## config.mk

```make
export PLATFORM = sky130hd
export DESIGN_NAME = tile_none_endpoint
export DESIGN_NICKNAME = d
export VERILOG_FILES = /design/src/rtl/tile_none_endpoint.sv
export SDC_FILE = /design/constraint.sdc
export NUM_CORES = 2
export LEC_CHECK = 0
export ABC_AREA = 1
export CAP_MARGIN = 5
export CORE_MARGIN = 2
export CORE_UTILIZATION = 56
export DETAILED_ROUTE_END_ITERATION = 8
export PLACE_DENSITY = 0.76
export SYNTH_ARGS = -nofsm -noshare
export SYNTH_HDL_FRONTEND = slang
export SYNTH_SLANG_ARGS = --single-unit
```

## constraint.sdc

```tcl
create_clock -name clk -period 8 [get_ports clk]
set_input_delay 2.4 -clock clk [delete_from_list [all_inputs] [get_ports clk]]
set_output_delay 2.4 -clock clk [all_outputs]
set_load 0.02 [all_outputs]
```

## src/rtl/tile_none_endpoint.sv

```systemverilog
// tile_none_endpoint
// Self-contained endpoint for the router LOCAL port of a NONE tile.
// Incoming flits land in per-VC FIFOs with on-off backpressure toward the
// router. A round-robin, wormhole-locking arbiter drains them either into
// the void (sink mode) or back to the source tile (loopback mode).
//
// Arbiter states:
//   state     | meaning
//   ----------+-----------------------------------------------------------
//   ST_IDLE   | no packet in flight; any eligible VC may win, mode follows
//             | the loopback input
//   ST_LOCKED | HEAD popped from lock_vc_q; only that VC is eligible until
//             | its TAIL is popped; mode is frozen in mode_q
module tile_none_endpoint #(
    parameter int X_ADDR           = 0,
    parameter int Y_ADDR           = 0,
    parameter int VC_NUM           = 4,
    parameter int FIFO_DEPTH       = 8,
    parameter int ON_OFF_THRESHOLD = 2,
    parameter int X_W              = 2,
    parameter int Y_W              = 2,
    parameter int FLIT_W           = 64
) (
    input  logic              clk,
    input  logic              reset,
    input  logic              enable,
    input  logic              loopback,
    input  logic              router_flit_in_valid,
    input  logic [FLIT_W-1:0] router_flit_in,
    output logic [VC_NUM-1:0] ni_credit,
    output logic              ni_flit_out_valid,
    output logic [FLIT_W-1:0] ni_flit_out,
    input  logic [VC_NUM-1:0] router_credit,
    output logic [15:0]       pkt_count,
    output logic              overflow_err
);

    localparam int VC_W   = (VC_NUM > 1) ? $clog2(VC_NUM) : 1;
    localparam int PTR_W  = $clog2(FIFO_DEPTH);
    localparam int CNT_W  = PTR_W + 1;
    localparam int VC_LSB = 2;
    localparam int DX_LSB = VC_LSB + VC_W;
    localparam int DY_LSB = DX_LSB + X_W;
    localparam int SX_LSB = DY_LSB + Y_W;
    localparam int SY_LSB = SX_LSB + X_W;

    localparam logic [1:0] T_HEAD = 2'b00;
    localparam logic [1:0] T_TAIL = 2'b10;
    localparam logic [1:0] T_HT   = 2'b11;

    localparam logic [CNT_W-1:0] CNT_FULL = CNT_W'(FIFO_DEPTH);
    localparam logic [CNT_W-1:0] CNT_STOP = CNT_W'(FIFO_DEPTH - ON_OFF_THRESHOLD);

    typedef enum logic {
        ST_IDLE   = 1'b0,
        ST_LOCKED = 1'b1
    } arb_state_e;

    // FIFO storage and bookkeeping
    logic [FLIT_W-1:0] mem_q    [VC_NUM][FIFO_DEPTH];
    logic [PTR_W-1:0]  wr_ptr_q [VC_NUM];
    logic [PTR_W-1:0]  rd_ptr_q [VC_NUM];
    logic [CNT_W-1:0]  cnt_q    [VC_NUM];
    logic [CNT_W-1:0]  cnt_d    [VC_NUM];
    logic [VC_NUM-1:0] credit_q;
    logic              overflow_q;

    // Arbiter / egress state
    arb_state_e        state_q;
    logic [VC_W-1:0]   lock_vc_q;
    logic [VC_W-1:0]   rr_ptr_q;
    logic              mode_q;
    logic              out_valid_q;
    logic [FLIT_W-1:0] out_flit_q;
    logic [15:0]       pkt_cnt_q;

    // Combinational decode
    logic [VC_W-1:0]   in_vc;
    logic [VC_NUM-1:0] push_req;
    logic [VC_NUM-1:0] push_ok;
    logic [VC_NUM-1:0] push_drop;
    logic [VC_NUM-1:0] elig;
    logic [VC_NUM-1:0] pop_hit;
    logic              mode_eff;
    logic              pop_valid;
    logic [VC_W-1:0]   pop_vc;
    logic [FLIT_W-1:0] pop_flit;
    logic [1:0]        pop_type;
    logic              pop_ends_pkt;
    logic [FLIT_W-1:0] lb_flit;
    logic [VC_W-1:0]   rr_next;

    assign in_vc = router_flit_in[VC_LSB +: VC_W];

    // Ingress decode: a push to a full FIFO is dropped even if that VC pops this cycle
    always_comb begin
        push_req  = '0;
        push_ok   = '0;
        push_drop = '0;
        for (int v = 0; v < VC_NUM; v++) begin
            push_req[v]  = router_flit_in_valid && (in_vc == VC_W'(v));
            push_ok[v]   = push_req[v] && (cnt_q[v] != CNT_FULL);
            push_drop[v] = push_req[v] && (cnt_q[v] == CNT_FULL);
        end
    end

    // While locked, the mode captured at HEAD time governs the whole packet
    assign mode_eff = (state_q == ST_LOCKED) ? mode_q : loopback;

    // Per-VC eligibility: data present, drain enabled, router not stopping us, lock respected
    always_comb begin
        elig = '0;
        for (int v = 0; v < VC_NUM; v++) begin
            elig[v] = (cnt_q[v] != '0) && enable
                      && !(mode_eff && router_credit[v])
                      && ((state_q == ST_IDLE) || (lock_vc_q == VC_W'(v)));
        end
    end

    // Round-robin pick, scanning upward from the pointer
    always_comb begin
        pop_valid = 1'b0;
        pop_vc    = '0;
        for (int i = 0; i < VC_NUM; i++) begin
            if (!pop_valid && elig[VC_W'((int'(rr_ptr_q) + i) % VC_NUM)]) begin
                pop_valid = 1'b1;
                pop_vc    = VC_W'((int'(rr_ptr_q) + i) % VC_NUM);
            end
        end
    end

    assign pop_flit     = mem_q[pop_vc][rd_ptr_q[pop_vc]];
    assign pop_type     = pop_flit[1:0];
    assign pop_ends_pkt = (pop_type == T_TAIL) || (pop_type == T_HT);
    assign rr_next      = (int'(pop_vc) == VC_NUM - 1) ? '0 : pop_vc + 1'b1;

    // Loopback rewrite: route the head back to its source, stamp ourselves as source
    always_comb begin
        lb_flit = pop_flit;
        if ((pop_type == T_HEAD) || (pop_type == T_HT)) begin
            lb_flit[DX_LSB +: X_W] = pop_flit[SX_LSB +: X_W];
            lb_flit[DY_LSB +: Y_W] = pop_flit[SY_LSB +: Y_W];
            lb_flit[SX_LSB +: X_W] = X_W'(X_ADDR);
            lb_flit[SY_LSB +: Y_W] = Y_W'(Y_ADDR);
        end
    end

    // Next occupancy per VC; push and pop together leave the count unchanged
    always_comb begin
        pop_hit = '0;
        for (int v = 0; v < VC_NUM; v++) begin
            pop_hit[v] = pop_valid && (pop_vc == VC_W'(v));
            cnt_d[v]   = cnt_q[v];
            if (push_ok[v] && !pop_hit[v]) begin
                cnt_d[v] = cnt_q[v] + 1'b1;
            end else if (!push_ok[v] && pop_hit[v]) begin
                cnt_d[v] = cnt_q[v] - 1'b1;
            end
        end
    end

    // FIFO storage writes; contents need no reset since pointers gate visibility
    always_ff @(posedge clk) begin
        for (int v = 0; v < VC_NUM; v++) begin
            if (push_ok[v]) begin
                mem_q[v][wr_ptr_q[v]] <= router_flit_in;
            end
        end
    end

    // FIFO pointers, occupancy, on-off credit and sticky overflow flag
    always_ff @(posedge clk) begin
        if (!reset) begin
            for (int v = 0; v < VC_NUM; v++) begin
                wr_ptr_q[v] <= '0;
                rd_ptr_q[v] <= '0;
                cnt_q[v]    <= '0;
            end
            credit_q   <= '0;
            overflow_q <= 1'b0;
        end else begin
            for (int v = 0; v < VC_NUM; v++) begin
                if (push_ok[v]) begin
                    wr_ptr_q[v] <= wr_ptr_q[v] + 1'b1;
                end
                if (pop_hit[v]) begin
                    rd_ptr_q[v] <= rd_ptr_q[v] + 1'b1;
                end
                cnt_q[v]    <= cnt_d[v];
                credit_q[v] <= (cnt_d[v] >= CNT_STOP);
            end
            if (|push_drop) begin
                overflow_q <= 1'b1;
            end
        end
    end

    // Arbiter FSM with registered egress flit, RR pointer and packet counter
    always_ff @(posedge clk) begin
        if (!reset) begin
            state_q     <= ST_IDLE;
            lock_vc_q   <= '0;
            rr_ptr_q    <= '0;
            mode_q      <= 1'b0;
            out_valid_q <= 1'b0;
            out_flit_q  <= '0;
            pkt_cnt_q   <= '0;
        end else begin
            out_valid_q <= 1'b0;
            if (state_q == ST_IDLE) begin
                mode_q <= loopback;
            end
            if (pop_valid) begin
                if (mode_eff) begin
                    out_valid_q <= 1'b1;
                    out_flit_q  <= lb_flit;
                end
                if (pop_ends_pkt) begin
                    pkt_cnt_q <= pkt_cnt_q + 16'd1;
                    rr_ptr_q  <= rr_next;
                end
                case (state_q)
                    ST_IDLE: begin
                        if (pop_type == T_HEAD) begin
                            state_q   <= ST_LOCKED;
                            lock_vc_q <= pop_vc;
                        end
                    end
                    ST_LOCKED: begin
                        if (pop_ends_pkt) begin
                            state_q <= ST_IDLE;
                        end
                    end
                    default: state_q <= ST_IDLE;
                endcase
            end
        end
    end

    assign ni_credit         = credit_q;
    assign ni_flit_out_valid = out_valid_q;
    assign ni_flit_out       = out_flit_q;
    assign pkt_count         = pkt_cnt_q;
    assign overflow_err      = overflow_q;

endmodule
```

Word level (Yosys, flattened, before mapping)
Memories as Yosys holds them, arrays and structs flattened.
Cells that the tools add are included.
W data, S select, Z words.

operators by class
  add/subtract/negate cells = 21
  multiply operators = 0
  div/mod/pow operators = 0
  magnitude comparators = 17
  equal/unequal tests = 20
  shift-type cells = 0
  muxes and demuxes = 97
  bitwise logic cells = 18
  reductions and logical operators = 84

operator list
  cell                     count
  $mux W512                10
  $reduce_or A512 Y1       3
  $demux W64 S3            4
  $mux W64                 6
  $bmux W64 S3             1
  $mux W4                  12
  $logic_and A1 B1 Y1      47
  $mux W1                  42
  $add A3 B1 Y3 const B    8
  $mux W3                  8
  $ge A4 B4 Y1 const B     5
  $not A3 Y4               5
  $add A16 B1 Y16 const B  1
  $add A4 B1 Y4 const B    4
  $eq A2 B2 Y1 const B     8
  $eq A4 B4 Y1 const B     4
  $ge A4 B3 Y1 const B     4
  $lt A2 B4 Y1 const B     4
  $lt A4 B1 Y1 const B     4
  $mux W2                  8
  $ne A4 B4 Y1 const B     4
  $reduce_bool A4 Y1       4
  $sub A4 B1 Y4 const B    4
  $logic_not A1 Y1         15
  other kinds (13)         42

word-level totals
  register bits = 92
  bits in latches = 0
  bits in writable memories = 2088
  memory bits (read-only) = 0
  input bits = 73
  output and inout port bits = 86
  word-level logic and storage cells = 270
  memories = 4

memories
  name      words  width  rd ports  clocked after memory_dff  write ports  RTL line  RTL
  mem_q     4      512    1         0                         1            60        logic [FLIT_W-1:0] mem_q [VC_NUM][FIFO_DEPTH];
  cnt_q     4      4      4         0                         4            63        logic [CNT_W-1:0] cnt_q [VC_NUM];
  rd_ptr_q  4      3      5         0                         4            62        logic [PTR_W-1:0] rd_ptr_q [VC_NUM];
  wr_ptr_q  4      3      4         0                         4            61        logic [PTR_W-1:0] wr_ptr_q [VC_NUM];

Depth between registers and ports, before layout
An unclocked memory read counts as a cell.

  depth in word-level cells = 27
  gate-level depth with buffers = 36
  depth with buffers taken out = 34

Worst setup path before layout
OpenSTA, ideal clock, no wires.

  kind = input -> register
  start = input port router_flit_in[3]
  end = memory mem_q[3][448] (netlist name), enable pin
  library setup time = 565 ps
  data arrival time = 7684 ps
  data required time = 7435 ps
  path slack = -248 ps
  stages = 5
  path buffers = 0
  cells stage by stage = inv_1 > nor4_1 > inv_1 > or2_2 > nor3_1

on the way
  word-level cells in the longest chain between the ends = 9
  elaborated cells between the ends (all ways) = 29
  those cells by class = eq/ne (3); mux (14); reduce/logical (12)

ends and longest elaborated chain
  what                                                                        RTL line  RTL
  start, declared                                                             29        input logic [FLIT_W-1:0] router_flit_in,
  $eq A2 B1 Y1                                                                101       push_req[v] = router_flit_in_valid && (in_vc == VC_W'(v));
  $logic_and A1 B1 Y1                                                         101
  $logic_and A1 B1 Y1                                                         102       push_ok[v] = push_req[v] && (cnt_q[v] != CNT_FULL);
  $mux W1                                                                     165       if (push_ok[v]) begin
  $mux W512 (not written as such)                                             166       mem_q[v][wr_ptr_q[v]] <= router_flit_in;
  $reduce_or A512 Y1 (no source line)                                         -
  $mux W2 (no source line) / $mux W512 (equally long branches) (3 in series)  -
  end, declared                                                               60

Parallel ways exist; a longest one is shown, timed or not.

Worst setup path after layout
  start = input port enable
  end = register pkt_cnt_q[14] (netlist: pkt_count[14])

on the way
  word-level cells in the longest chain between the ends = 24
  elaborated cells between the ends (all ways) = 48
  those cells by class = eq/ne (2); mux (23); bitwise (1); reduce/logical (20); memory (2)

ends and longest elaborated chain
  what                                            RTL line  RTL
  start, declared                                 26        input logic enable,
  $logic_and A1 B1 Y1                             114       elig[v] = (cnt_q[v] != '0) && enable
  $logic_and A1 B1 Y1                             115       && !(mode_eff && router_credit[v])
  $logic_and A1 B1 Y1                             116       && ((state_q == ST_IDLE) || (lock_vc_q == VC_W'(v)));
  $bmux W1 S2                                     125       if (!pop_valid && elig[VC_W'((int'(rr_ptr_q) + i) % VC_NUM)]) begin
  $mux W1 (not written as such) (2 in series)     125
  $mux W1                                         125
  $logic_not A1 Y1                                125
  $logic_and A1 B1 Y1                             125
  [7 not listed]                                  -
  $mem_v2 Z4 W3                                   -
  $not A3 Y4 (not written as such)                132       assign pop_flit = mem_q[pop_vc][rd_ptr_q[pop_vc]];
  $bmux W64 S3 *                                  132
  $mux W64 (not written as such) * (2 in series)  132
  via lb_flit[0]                                  90        logic [FLIT_W-1:0] lb_flit;
  $eq A2 B2 Y1                                    134       assign pop_ends_pkt = (pop_type == T_TAIL) || (pop_type == T_HT);
  $logic_or A1 B1 Y1 *                            134
  $reduce_and A2 Y1 (no source line) *            -
  end signal, assigned                            219       pkt_cnt_q <= pkt_cnt_q + 16'd1;
  end, declared                                   75        logic [15:0] pkt_cnt_q;

Mark *: on every way through the listed nets, which the timed path passes. The rest lies on a longest branch. The select of a mux whose other input is x is not followed.
A chain may end at the register's enable or synchronous reset.

==> results.py <==
metrics = {
    "route": {
        "first_pass_iters": 6,
        "drtIter0Drc": 8574,
        "vias": 59000,
        "route.detailed.drc": 0,
        "wire_per_inst_um": 25.3,
        "drt-total-wl_mm": 235,
        "drtAntennaViolNets": 0,
        "via_per_inst": 6.34,
    },
    "timing": {
        "max-slew-margin-rel_pct": 16.5,
        "setup_viol": 0,
        "fin_crit_sh_pct": 79.5,
        "maxSlewViolCount": 0,
        "hold_violations": 0,
        "fin_worst_skew_ns": 0.0352,
        "finalCriticalPeriod_ns": 6.36,
        "tns_ns": 0,
        "worst_pin_slew_ns": 1.25,
        "max_freq_mhz": 157,
        "grt_setup_unrepaired": "false",
    },
    "placement": {
        "finalWeightedCongestion": 0.849,
        "hpwlAfterDp_mm": 112,
        "port_buffers": 158,
    },
    "setup_path": {
        "worstSetupEndpointType": "flop",
        "cpMaxStageDelayCell": "clkdlybuf4s50_1",
        "cp_common_cell": "nand2_1",
        "crit_family": "simple AND/OR/NAND/NOR gates",
        "rrSetupSlack_ns": 3.00,
        "start_kind": "input pin",
        "required_ns": 8.73,
        "reg2reg_from": "cnt_q[2][0]",
        "rr_endpoint": "pkt_count[14]",
        "r2r_cells": 30,
        "crit_fanout": 60,
        "max_stage_delay_ns": 0.48,
        "cp.depth": 30,
        "cp.arrival_ns": 7.09,
        "criticalPathCategory": "input pin to flop",
        "path_buf_inv": 5,
    },
    "global_route": {
        "overflow": 0,
        "grt_pass1_wl_mm": 348,
        "grt_usage_pct": 29.3,
        "antenna_found_initial": 6,
        "grt_max_degree": 208,
        "grt_pass1_vias": 56200,
    },
    "die": {
        "rows": 144,
        "core_sq_um": 154000,
        "start_util_pct": 56.4,
        "die_area_sq_um": 159000,
        "die_w_um": 398,
        "io_pins": 159,
        "fp.dieH_um": 398,
    },
    "synthesis": {
        "yosys_warnings": 0,
        "yosysTopAreaCell": "edfxtp_1",
        "syn_nets": 7170,
        "syn_inst": 7073,
        "synth_ff_type": "edfxtp_1",
        "synth.top_cell.area_share_pct": 71.5,
        "async_flop_share_pct": 0,
        "synthTopCellsByArea": "edfxtp_1, nand3_1, nand2_1",
        "yosysSeqAreaShare_pct": 74.0,
        "synth_area_sq_um": 87000,
        "avgSynthCellArea_sq_um": 12.3,
        "synth_cell_types": 46,
        "synth-seq-cells": 2180,
        "synth-edff-count": 2072,
    },
    "cts": {
        "path_clk_slew_ns": 0.06,
        "cts_tree": "done",
        "cts_buffers": 206,
        "cts_setup_buffers": 0,
        "clkLatencyLatePin_ns": 0.86,
        "cts_sinks": 2180,
        "cts_hold_buffers": 0,
        "cts_root_buf": "clkbuf_16",
        "h-tree-depth": 4,
        "cts_max_path_buffers": 3,
        "cts_resized": 0,
    },
    "final_layout": {
        "layout_commonest_cell": "edfxtp_1",
        "fillCellCount": 11100,
        "mostFrequentLayoutCells": "edfxtp_1, nand2_1, nand3_1",
        "layout.nets": 7176,
        "syn_to_final_growth_pct": 12.0,
        "drive_gt1_share_pct": 6.59,
    },
    "flow_run": {
        "max-cap-violations": 0,
    },
    "run_status": {
        "status": "finished clean",
    },
    "hold_path": {
        "hold_start": "pkt_count[14]",
        "min_to": "pkt_count[14]",
        "whs_path_depth": 1,
        "hold_class": "flop to flop",
    },
}
cell usage after synthesis (2+ instances only):
cell type,instances
nor2_2,2
nor3_1,13
nor3b_1,2
inv_2,2
o21a_1,54
nand2_2,5
xnor2_1,8
buf_2,155
or2_2,10
dfxtp_1,108
a21oi_2,2
and3_1,2
nand2_1,1069
inv_1,145
buf_4,17
o211ai_1,3
nand3b_1,2
nor2_1,882
o41ai_1,4
a41oi_1,2
ha_1,24
o22ai_1,393
buf_1,58
nand4_1,15
nor4_1,3
a31oi_1,3
edfxtp_1,2072
clkbuf_1,239
o21ai_1,172
o21ai_2,2
buf_6,9
a21oi_1,33
o21ai_0,644
nand3_1,907
final cells by class:
type,instances,area [sq um],area share [%]
sequential,2180,64400,66.1
clock inverter,110,907,0.931
inverter,149,583,0.599
multi-input combinational,4265,20200,20.8
antenna,7,17.5,0.0180
tap,2044,2560,2.63
timing repair buffer,277,3090,3.17
clock buffer,274,5650,5.80
stage by stage:
stage / area, sq um / std cells / hold WS [ns] / util [%] / setup slack [ns]
2_1_floorplan: 87000 / 7073 / 0.447 / - / 0.00381
3_5_place_dp: 90800 / 8915 / 0.469 / 58.9 / 0.826
4_1_cts: 97400 / 9299 / 0.482 / 63.1 / 1.72
5_1_grt: 97400 / 9302 / 0.500 / 63.1 / 1.24
3_3_place_gp: 90800 / 8915 / 0.457 / 58.9 / 0.870
6_report: 97400 / 9306 / 0.479 / 63.1 / 1.64
worst max-delay path by stage:
| stage | start | to | slack (ns) |
|---|---|---|---|
| after floorplan | router_flit_in[3] | mem_q[2][192] | 0.004 |
| after global placement | loopback | pkt_count[14] | 0.87 |
| after detailed placement | enable | pkt_count[14] | 0.83 |
| after CTS | enable | pkt_count[14] | 1.72 |
| after global routing | enable | pkt_count[13] | 1.24 |
| final | enable | pkt_count[14] | 1.64 |
cells by family (layout without fill, tap and decap cells):
| group | count (synthesis) | count (layout) | share of synthesized area, % |
|---|---|---|---|
| XOR/XNOR | 9 | 9 | 0.0992 |
| AND/OR/NAND/NOR | 2916 | 2916 | 14.1 |
| buffers and inverters | 628 | 810 | 3.11 |
| flip-flops | 2180 | 2180 | 74.0 |
| adder cells (fa/ha/maj) | 24 | 24 | 0.345 |
| AO/OA/AOI/OAI | 1316 | 1316 | 8.36 |
| other | 0 | 7 | 0 |
metal layers:
metal,vias up,wire length [um],GRT usage (%)
li1,25700,-,-
met1,28900,84000,39.1
met2,3788,112000,47.3
met3,650,28000,5.28
met4,4,10900,13.1
met5,-,24,0
state kept, by name, indices dropped and copies added (netlist names):
signal,flops
pkt_count,16
mem_q,2048
ni_flit_out_valid,1
rd_ptr_q,12
overflow_err,1
mode_q,1
lock_vc_q,2
ni_flit_out,64
wr_ptr_q,12
cnt_q,16
ni_credit,4
rr_ptr_q,2
state_q,1
Power is not shown: default switching activity piles up to over one toggle a cycle in this logic, so the estimate is an artifact.
